--- config.mk ---
export PLATFORM = sky130hd
export DESIGN_NAME = uart_tx_arbiter
export DESIGN_NICKNAME = d
export VERILOG_FILES = /design/src/rtl/uart_tx_arbiter.sv
export SDC_FILE = /design/constraint.sdc
export NUM_CORES = 1
export LEC_CHECK = 0
export CAP_MARGIN = 0
export CORE_MARGIN = 8
export CORE_UTILIZATION = 44
export DETAILED_ROUTE_END_ITERATION = 10
export HOLD_SLACK_MARGIN = 0.03
export PLACE_DENSITY = 0.78
export SYNTH_ARGS = -nofsm -noshare
export SYNTH_HDL_FRONTEND = slang
export SYNTH_SLANG_ARGS = --single-unit
--- constraint.sdc ---
create_clock -name clk -period 2.4 [get_ports clk]
set_input_delay 0.72 -clock clk [delete_from_list [all_inputs] [get_ports clk]]
set_output_delay 0.72 -clock clk [all_outputs]
set_load 0.005 [all_outputs]
--- src/rtl/uart_tx_arbiter.sv ---
// uart_tx_arbiter
//   Round-robin arbiter sharing one UART transmitter among NUM_REQ requesters.
//   Per frame: latch the winner's payload, pulse tx_start, wait for tx_done,
//   then pulse ack to the winner. All outputs are registered.
//
// Ports
//   clk       system clock, rising edge
//   rst       asynchronous active-low reset
//   req       per-requester frame request (level)
//   req_data  packed payloads, requester i at [i*DATA_W +: DATA_W]
//   ack       one-cycle completion pulse to the owner
//   gnt       one-hot owner, held from START through ACK
//   busy      high whenever not IDLE
//   tx_start  one-cycle start pulse to the transmitter
//   din       latched payload, stable from START until the next START
//   tx_done   frame-complete from the transmitter (pulse or level)
//   err       one-cycle watchdog timeout pulse
//
// Build option
//   UART_ARB_TIMEOUT_EN  builds the WAIT watchdog (TIMEOUT_CYC cycles).
//                        Undefined: no watchdog, err is constant 0.
//
// state   | meaning
// --------+---------------------------------------------------------
// S_IDLE  | no owner; pick a round-robin winner when any req is set
// S_START | tx_start pulse; tx_done ignored (may be stale)
// S_WAIT  | waiting for tx_done (or watchdog expiry)
// S_ACK   | ack pulse to owner; pointer moves past owner
module uart_tx_arbiter #(
  parameter int NUM_REQ     = 4,
  parameter int DATA_W      = 3,
  parameter int TIMEOUT_CYC = 4096
) (
  input  logic                       clk,
  input  logic                       rst,
  input  logic [NUM_REQ-1:0]         req,
  input  logic [NUM_REQ*DATA_W-1:0]  req_data,
  output logic [NUM_REQ-1:0]         ack,
  output logic [NUM_REQ-1:0]         gnt,
  output logic                       busy,
  output logic                       tx_start,
  output logic [DATA_W-1:0]          din,
  input  logic                       tx_done,
  output logic                       err
);

  localparam int IDX_W = (NUM_REQ > 1) ? $clog2(NUM_REQ) : 1;

  typedef enum logic [1:0] {S_IDLE, S_START, S_WAIT, S_ACK} state_t;

  state_t              state, state_nxt;
  logic [IDX_W-1:0]    ptr, ptr_nxt;
  logic [IDX_W-1:0]    owner, owner_nxt, owner_inc;
  logic [IDX_W-1:0]    win;
  logic                win_vld;
  logic                timeout;
  logic                wdog_tc;
  logic [NUM_REQ-1:0]  gnt_nxt, ack_nxt;
  logic [DATA_W-1:0]   din_nxt;
  logic                busy_nxt, tx_start_nxt, err_nxt;
  logic [DATA_W-1:0]   data_arr [NUM_REQ];
  int                  idx;

  always_comb begin
    for (int i = 0; i < NUM_REQ; i++) begin
      data_arr[i] = req_data[i*DATA_W +: DATA_W];
    end
  end

  // First set request at or above ptr, wrapping around.
  always_comb begin
    win     = '0;
    win_vld = 1'b0;
    idx     = 0;
    for (int k = 0; k < NUM_REQ; k++) begin
      idx = (int'(ptr) + k) % NUM_REQ;
      if (!win_vld && req[IDX_W'(idx)]) begin
        win     = IDX_W'(idx);
        win_vld = 1'b1;
      end
    end
  end

  assign owner_inc = (owner == IDX_W'(NUM_REQ - 1)) ? '0 : owner + 1'b1;

`ifdef UART_ARB_TIMEOUT_EN
  localparam int WD_W = (TIMEOUT_CYC > 2) ? $clog2(TIMEOUT_CYC) : 1;
  logic [WD_W-1:0] wdog;

  // Loaded during START so the first WAIT cycle holds TIMEOUT_CYC-1;
  // reaching zero without tx_done means TIMEOUT_CYC-1 WAIT cycles elapsed.
  assign wdog_tc = (wdog == '0);

  always_ff @(posedge clk or negedge rst) begin
    if (!rst) begin
      wdog <= '0;
    end else if (state == S_START) begin
      wdog <= WD_W'(TIMEOUT_CYC - 1);
    end else if (state == S_WAIT && !wdog_tc) begin
      wdog <= wdog - 1'b1;
    end
  end
`else
  assign wdog_tc = 1'b0;
`endif

  always_ff @(posedge clk or negedge rst) begin
    if (!rst) begin
      state    <= S_IDLE;
      ptr      <= '0;
      owner    <= '0;
      gnt      <= '0;
      ack      <= '0;
      din      <= '0;
      busy     <= 1'b0;
      tx_start <= 1'b0;
      err      <= 1'b0;
    end else begin
      state    <= state_nxt;
      ptr      <= ptr_nxt;
      owner    <= owner_nxt;
      gnt      <= gnt_nxt;
      ack      <= ack_nxt;
      din      <= din_nxt;
      busy     <= busy_nxt;
      tx_start <= tx_start_nxt;
      err      <= err_nxt;
    end
  end

  always_comb begin
    state_nxt = state;
    timeout   = 1'b0;
    case (state)
      S_IDLE:  if (win_vld) state_nxt = S_START;
      S_START: state_nxt = S_WAIT;
      S_WAIT: begin
        if (tx_done) begin
          state_nxt = S_ACK;
        end else if (wdog_tc) begin
          state_nxt = S_IDLE;
          timeout   = 1'b1;
        end
      end
      S_ACK:   state_nxt = S_IDLE;
      default: state_nxt = S_IDLE;
    endcase
  end

  // Outputs are decoded from the next state so they appear registered
  // in the same cycle the FSM enters the corresponding state.
  always_comb begin
    gnt_nxt   = gnt;
    din_nxt   = din;
    owner_nxt = owner;
    ptr_nxt   = ptr;
    ack_nxt   = '0;
    if (state == S_IDLE && state_nxt == S_START) begin
      gnt_nxt   = NUM_REQ'(1) << win;
      din_nxt   = data_arr[win];
      owner_nxt = win;
    end else if (state_nxt == S_IDLE) begin
      gnt_nxt = '0;
    end
    if (state_nxt == S_ACK) ack_nxt = gnt;
    if (state == S_ACK || timeout) ptr_nxt = owner_inc;
    tx_start_nxt = (state_nxt == S_START);
    busy_nxt     = (state_nxt != S_IDLE);
    err_nxt      = timeout;
  end

endmodule

* After elaboration in Yosys (flattened, before gate mapping)
Index checks and enable logic that the tools add are counted.
** Cells by class
- Reduce and logical (&&, ||, !) cells :: 11
- Bitwise logic cells :: 1
- Muxes and demuxes :: 30
- Order comparisons :: 5
- Equality and inequality tests :: 6
- $add $sub $neg :: 4
- Shifts and indexed selects :: 1
** Operators by type and width (count)
- $lt 2x4->1 const B :: 4
- $mux 2 :: 7
- $mux 1 :: 12
- $mux 4 :: 3
- $bmux 1 s2 :: 4
- $eq 2x2->1 const B :: 4
- $pmux 2 s4 :: 1
- $bmux 3 s2 :: 1
- $mux 3 :: 2
- $add 2x1->2 const B :: 2
- $add 2x2->2 const B :: 2
- $eq 2x1->1 const B :: 2
- $logic_and 1x1->1 :: 4
- $logic_not 2->1 :: 2
- $reduce_bool 2->1 :: 2
- $shl 1x2->4 const A :: 1
- $ge 3x3->1 const B :: 1
- $logic_not 1->1 :: 3
- $not 2->3 :: 1
** Storage, ports and cells
- Flip-flop bits (word level) :: 19
- Input bits :: 19

* Longest topological paths before layout
- Depth after elaboration :: 18
- Mapped depth :: 7
- Gate-level depth less buffers :: 7

* Worst setup path before layout
Ideal clock, no wire load.
- Kind :: input-to-reg
- From :: in req[0]
- To :: reg din[0]
- Path buffers :: 1
- Setup time :: 0.126 ns
- Cell stages on the path :: 6
- Setup slack :: 0.418 ns
- Data arrival time :: 1.856 ns
- Cell sequence :: a21oi_2 o21a_1 o22a_1 buf_6 mux2_4 a221o_1
** On the way
- Word-level cells in the longest chain between the ends :: 17
- Elaborated cells on any way between the ends :: 34
- Classes of those cells :: eq/ne (1); mux (25); bitwise (1); reduce/logical (7)
** RTL lines
- start: declaration :: line 36 : input logic [NUM_REQ-1:0] req,
- $bmux 1 s2 :: line 77 : if (!win_vld && req[IDX_W'(idx)]) begin
- $mux 1 (not written as such) (2 in series) :: line 77
- $mux 1 :: line 77
- $logic_not 1->1 :: line 77
- $logic_and 1x1->1 :: line 77
- $mux 1 :: line 77
- $logic_not 1->1 :: line 77
- $logic_and 1x1->1 :: line 77
- $mux 1 :: line 77
- $logic_not 1->1 :: line 77
- $logic_and 1x1->1 :: line 77
- $mux 1 or $mux 2 (tied branches) :: line 77
- $mux 2 or $not 2->3 (tied branches) :: line 135, 160
- $pmux 2 s4 or $bmux 3 s2 (tied branches) :: line 134, 160
- $eq 2x1->1 or $mux 3 (tied branches) :: line 158, 160
- $logic_and 1x1->1 or $mux 3 (tied branches) :: line 158, 160
- end signal: assignment :: line 124 : din <= din_nxt;
- end: declaration :: line 42 : output logic [DATA_W-1:0] din,
Parallel ways exist; a longest one is shown, timed or not. The select of a mux whose other input is x is not followed.
A chain may end at the register's enable or synchronous reset.

* Worst setup path in the final report
- From :: in req[0]
- To :: reg din[2]
** On the way
- Word-level cells in the longest chain between the ends :: 17
- Elaborated cells on any way between the ends :: 34
- Classes of those cells :: eq/ne (1); mux (25); bitwise (1); reduce/logical (7)
** RTL lines
- $bmux 1 s2 :: line 77
- $mux 1 (not written as such) (2 in series) :: line 77
- $mux 1 :: line 77
- $logic_not 1->1 :: line 77
- $logic_and 1x1->1 :: line 77
- $mux 1 :: line 77
- $logic_not 1->1 :: line 77
- $logic_and 1x1->1 :: line 77
- $mux 1 :: line 77
- $logic_not 1->1 :: line 77
- $logic_and 1x1->1 :: line 77
- $mux 1 * :: line 77
- $mux 2 * :: line 135 : S_IDLE: if (win_vld) state_nxt = S_START;
- $pmux 2 s4 * :: line 134 : case (state)
- via state_nxt[0] :: line 51 : state_t state, state_nxt;
- $eq 2x1->1 * :: line 158 : if (state == S_IDLE && state_nxt == S_START) begin
- $logic_and 1x1->1 * :: line 158
Mark *: on every way through the listed nets, which the timed path passes. The rest lies on a longest branch. The select of a mux whose other input is x is not followed.

==> run summary <==
Cells after Synth: 79
#FFs+latches synth: 19
PortBufs: 31
Critical Setup Path Class: primary input to register
Place WS: -237 ps
Layout cells sized above 1: 19.7%
Dpl cells: 140
Yosys warnings: 0
Setup ws final: 116 ps
GR Overflow Total: 0
Routed Wire Length: 1810 um
Worst-path clk slew: 100 ps
CP max FO: 8
Worst-Skew Late Latency: 280 ps
Max-cap violation count: 0
Crit path to: din[2]$_DFFE_PN0P_
Leak: 0.625 nW
Post-route ant nets: 0
CP Launch Type: primary input
Leading area contributor after synthesis: dfrtp_1
Minimum clock period: 2280 ps
Pwr dens: 1000 nW/um^2
Max Slew Vio Count: 0
Worst Reg2Reg Path Length in Cells: 7
Final cycle utilization of the critical path: 95.2%
Wirelength per Cell: 12.5 um
Total GRT Usage: 9.80%
CTS Buf Count: 3
Net Count, Synth: 103
Largest net degree at the start of global routing: 11
Final setup vio count: 0
Final non-filler cell total: 144
Min-Delay Path Class: register to register
Vias in the first global route: 758
Maximum clock path buffer count: 2
Remaining DRCs: 0
Status: finished clean
Fin nets: 142
End of the worst register-to-register path: gnt[2]$_DFFE_PN0P_
Clk root buf: clkbuf_4
R2R Path Start: state[0]$_DFF_PN0_
N_diodes: 0
Initial DRC count: 9
Crit path launch: req[0]
Synth area leaders: dfrtp_1 (50%), ha_1 (6.6%), mux2_2 (6.0%)
Num ports: 33
Vias: 712
CTS H-tree lvls: 1
Initial antenna violation count: 0
DR vias/cell: 4.94
# clock sinks: 19
Top_reg_cell synth: dfrtp_1
Post-synthesis sequential area ratio: 50.3%
Average cell area after synthesis: 12.0 um^2
Post-synthesis cell type count: 27
Worst setup EP type: register
Gpl congestion: 0.723
Row count: 16
Die width: 62.3 um
CTS Hold Bufs: 0
Top-area cell type share of the netlist area: 50.3%
F_max: 438 MHz
R2r setup slk: 440 ps
Async S/R FF share, synth: 100%
Syn Std Cell Area: 945 um^2
Global-route wire length before repair: 3330 um
Post-Route Skew: 1.63 ps
Core area: 2000 um^2
Starting density of the core: 47.2%
Post-synth EDFFs: 0
DIE AREA: 3890 um^2
Unrepaired setup endpoints after global routing: no
Worst EP arrival: 2460 ps
HPWL Detailed: 1510 um
CTS tree: built
Die H: 62.3 um
First drt pass iteration count: 4
Final Hold Fails: 0
WP data required: 2570 ps
Max VDD drop: 0.548 mV
Synth-to-Final Area Change: 41.6%
## placed cells by master, fill, tap and decap left out, types with 4 or more instances in the layout
| cell | synthesis | routed |
|---|---|---|
| a221o_1 | 4 | 4 |
| clkdlybuf4s50_1 | 0 | 31 |
| buf_4 | 1 | 5 |
| dfrtp_1 | 19 | 19 |
| ha_1 | 5 | 5 |
| inv_1 | 6 | 6 |
| and3_1 | 4 | 4 |
| mux2_2 | 5 | 5 |
## cell families after synthesis
kind of cell               synth area share [%]
AOI/OAI and AO/OA                          16.4
buffers and inverters                      4.37
adders and majority gates                  6.62
other                                     0.397
DFF                                        50.3
muxes                                      10.7
and+or+nand+nor                            11.1
## cells in the mapped netlist (all sizes together), types with 2 or more instances
| cell type | number |
|---|---|
| a22o | 4 |
| a221o | 4 |
| a21oi | 3 |
| nand2 | 3 |
| o21ai | 3 |
| nor2b | 2 |
| a21o | 2 |
| ha | 5 |
| and3 | 4 |
| mux2 | 8 |
| nor2 | 3 |
| buf | 2 |
| and2 | 3 |
| inv | 6 |
| dfrtp | 19 |
## worst min path at each step
| stage | end | depth (start not counted) | slack (ps) | from |
|---|---|---|---|---|
| 4_1_cts | owner[1]$_DFFE_PN0P_ | 2 | 520 | owner[1]$_DFFE_PN0P_ |
| 5_1_grt | owner[0]$_DFFE_PN0P_ | 1 | 530 | owner[0]$_DFFE_PN0P_ |
| 3_5_place_dp | owner[1]$_DFFE_PN0P_ | 2 | 490 | owner[1]$_DFFE_PN0P_ |
| 3_3_place_gp | owner[1]$_DFFE_PN0P_ | 2 | 480 | owner[1]$_DFFE_PN0P_ |
| 2_1_floorplan | ack[0]$_DFF_PN0_ | 0 | 420 | rst |
| 6_report | owner[1]$_DFFE_PN0P_ | 2 | 510 | owner[1]$_DFFE_PN0P_ |
## critical path: stages
cell	delay (ps)
clkdlybuf4s50_1	470
buf_4	170
nor3b_1	220
a22oi_2	90
nand3b_1	260
nor2b_1	180
a221o_1	340
## flip-flops by register name, indices dropped and copies added (netlist names)
register	flops
ack	4
gnt	4
din	3
owner	2
ptr	2
state	2
busy	1
tx_start	1
## metrics by stage
stage	TNS (ps)	util, %	total power (W)	hold slack (ps)	cell area [um^2]
finish	0	66.8	0.00134	511	1340
global route	0	66.8	0.00146	534	1340
CTS	0	66.6	0.00135	516	1330
detailed placement	-1300	65.3	0.00120	494	1310
global placement	-1150	65.3	0.00119	478	1310
floorplan	0	-	0.000927	424	945
## layout make-up
type / instances / area, um^2
timing repair buffer: 36 / 348
clock buffer: 4 / 26.3
fill: 161 / 664
tap: 27 / 33.8
sequential: 19 / 475
inverter: 6 / 22.5
multi-input combinational: 52 / 432
## report_power, final
group	total, W	switching [W]	internal, W	leakage, nW
Combinational	0.000680	0.000285	0.000396	0.364
Clock	0.000150	0.0000853	0.0000644	0.0150
Sequential	0.000513	0.0000747	0.000438	0.246
## timing repair
action | in CTS | in global routing
buffers inserted | 0 | 0
endpoints found under the setup margin | 0 | 2
endpoints found under the hold margin | 0 | 0
gates resized for setup | 0 | 2
## per-layer routing
layer,share of wire [%],global-route usage (%),wire length [um],up-vias
met1,45,11.8,805,325
met3,8.6,4.30,156,2
met5,0,0,0,-
met4,0.28,0.855,5,0
li1,-,-,-,357
met2,46,16.3,839,28
No activity file was read; power rests on OpenSTA's default activity.
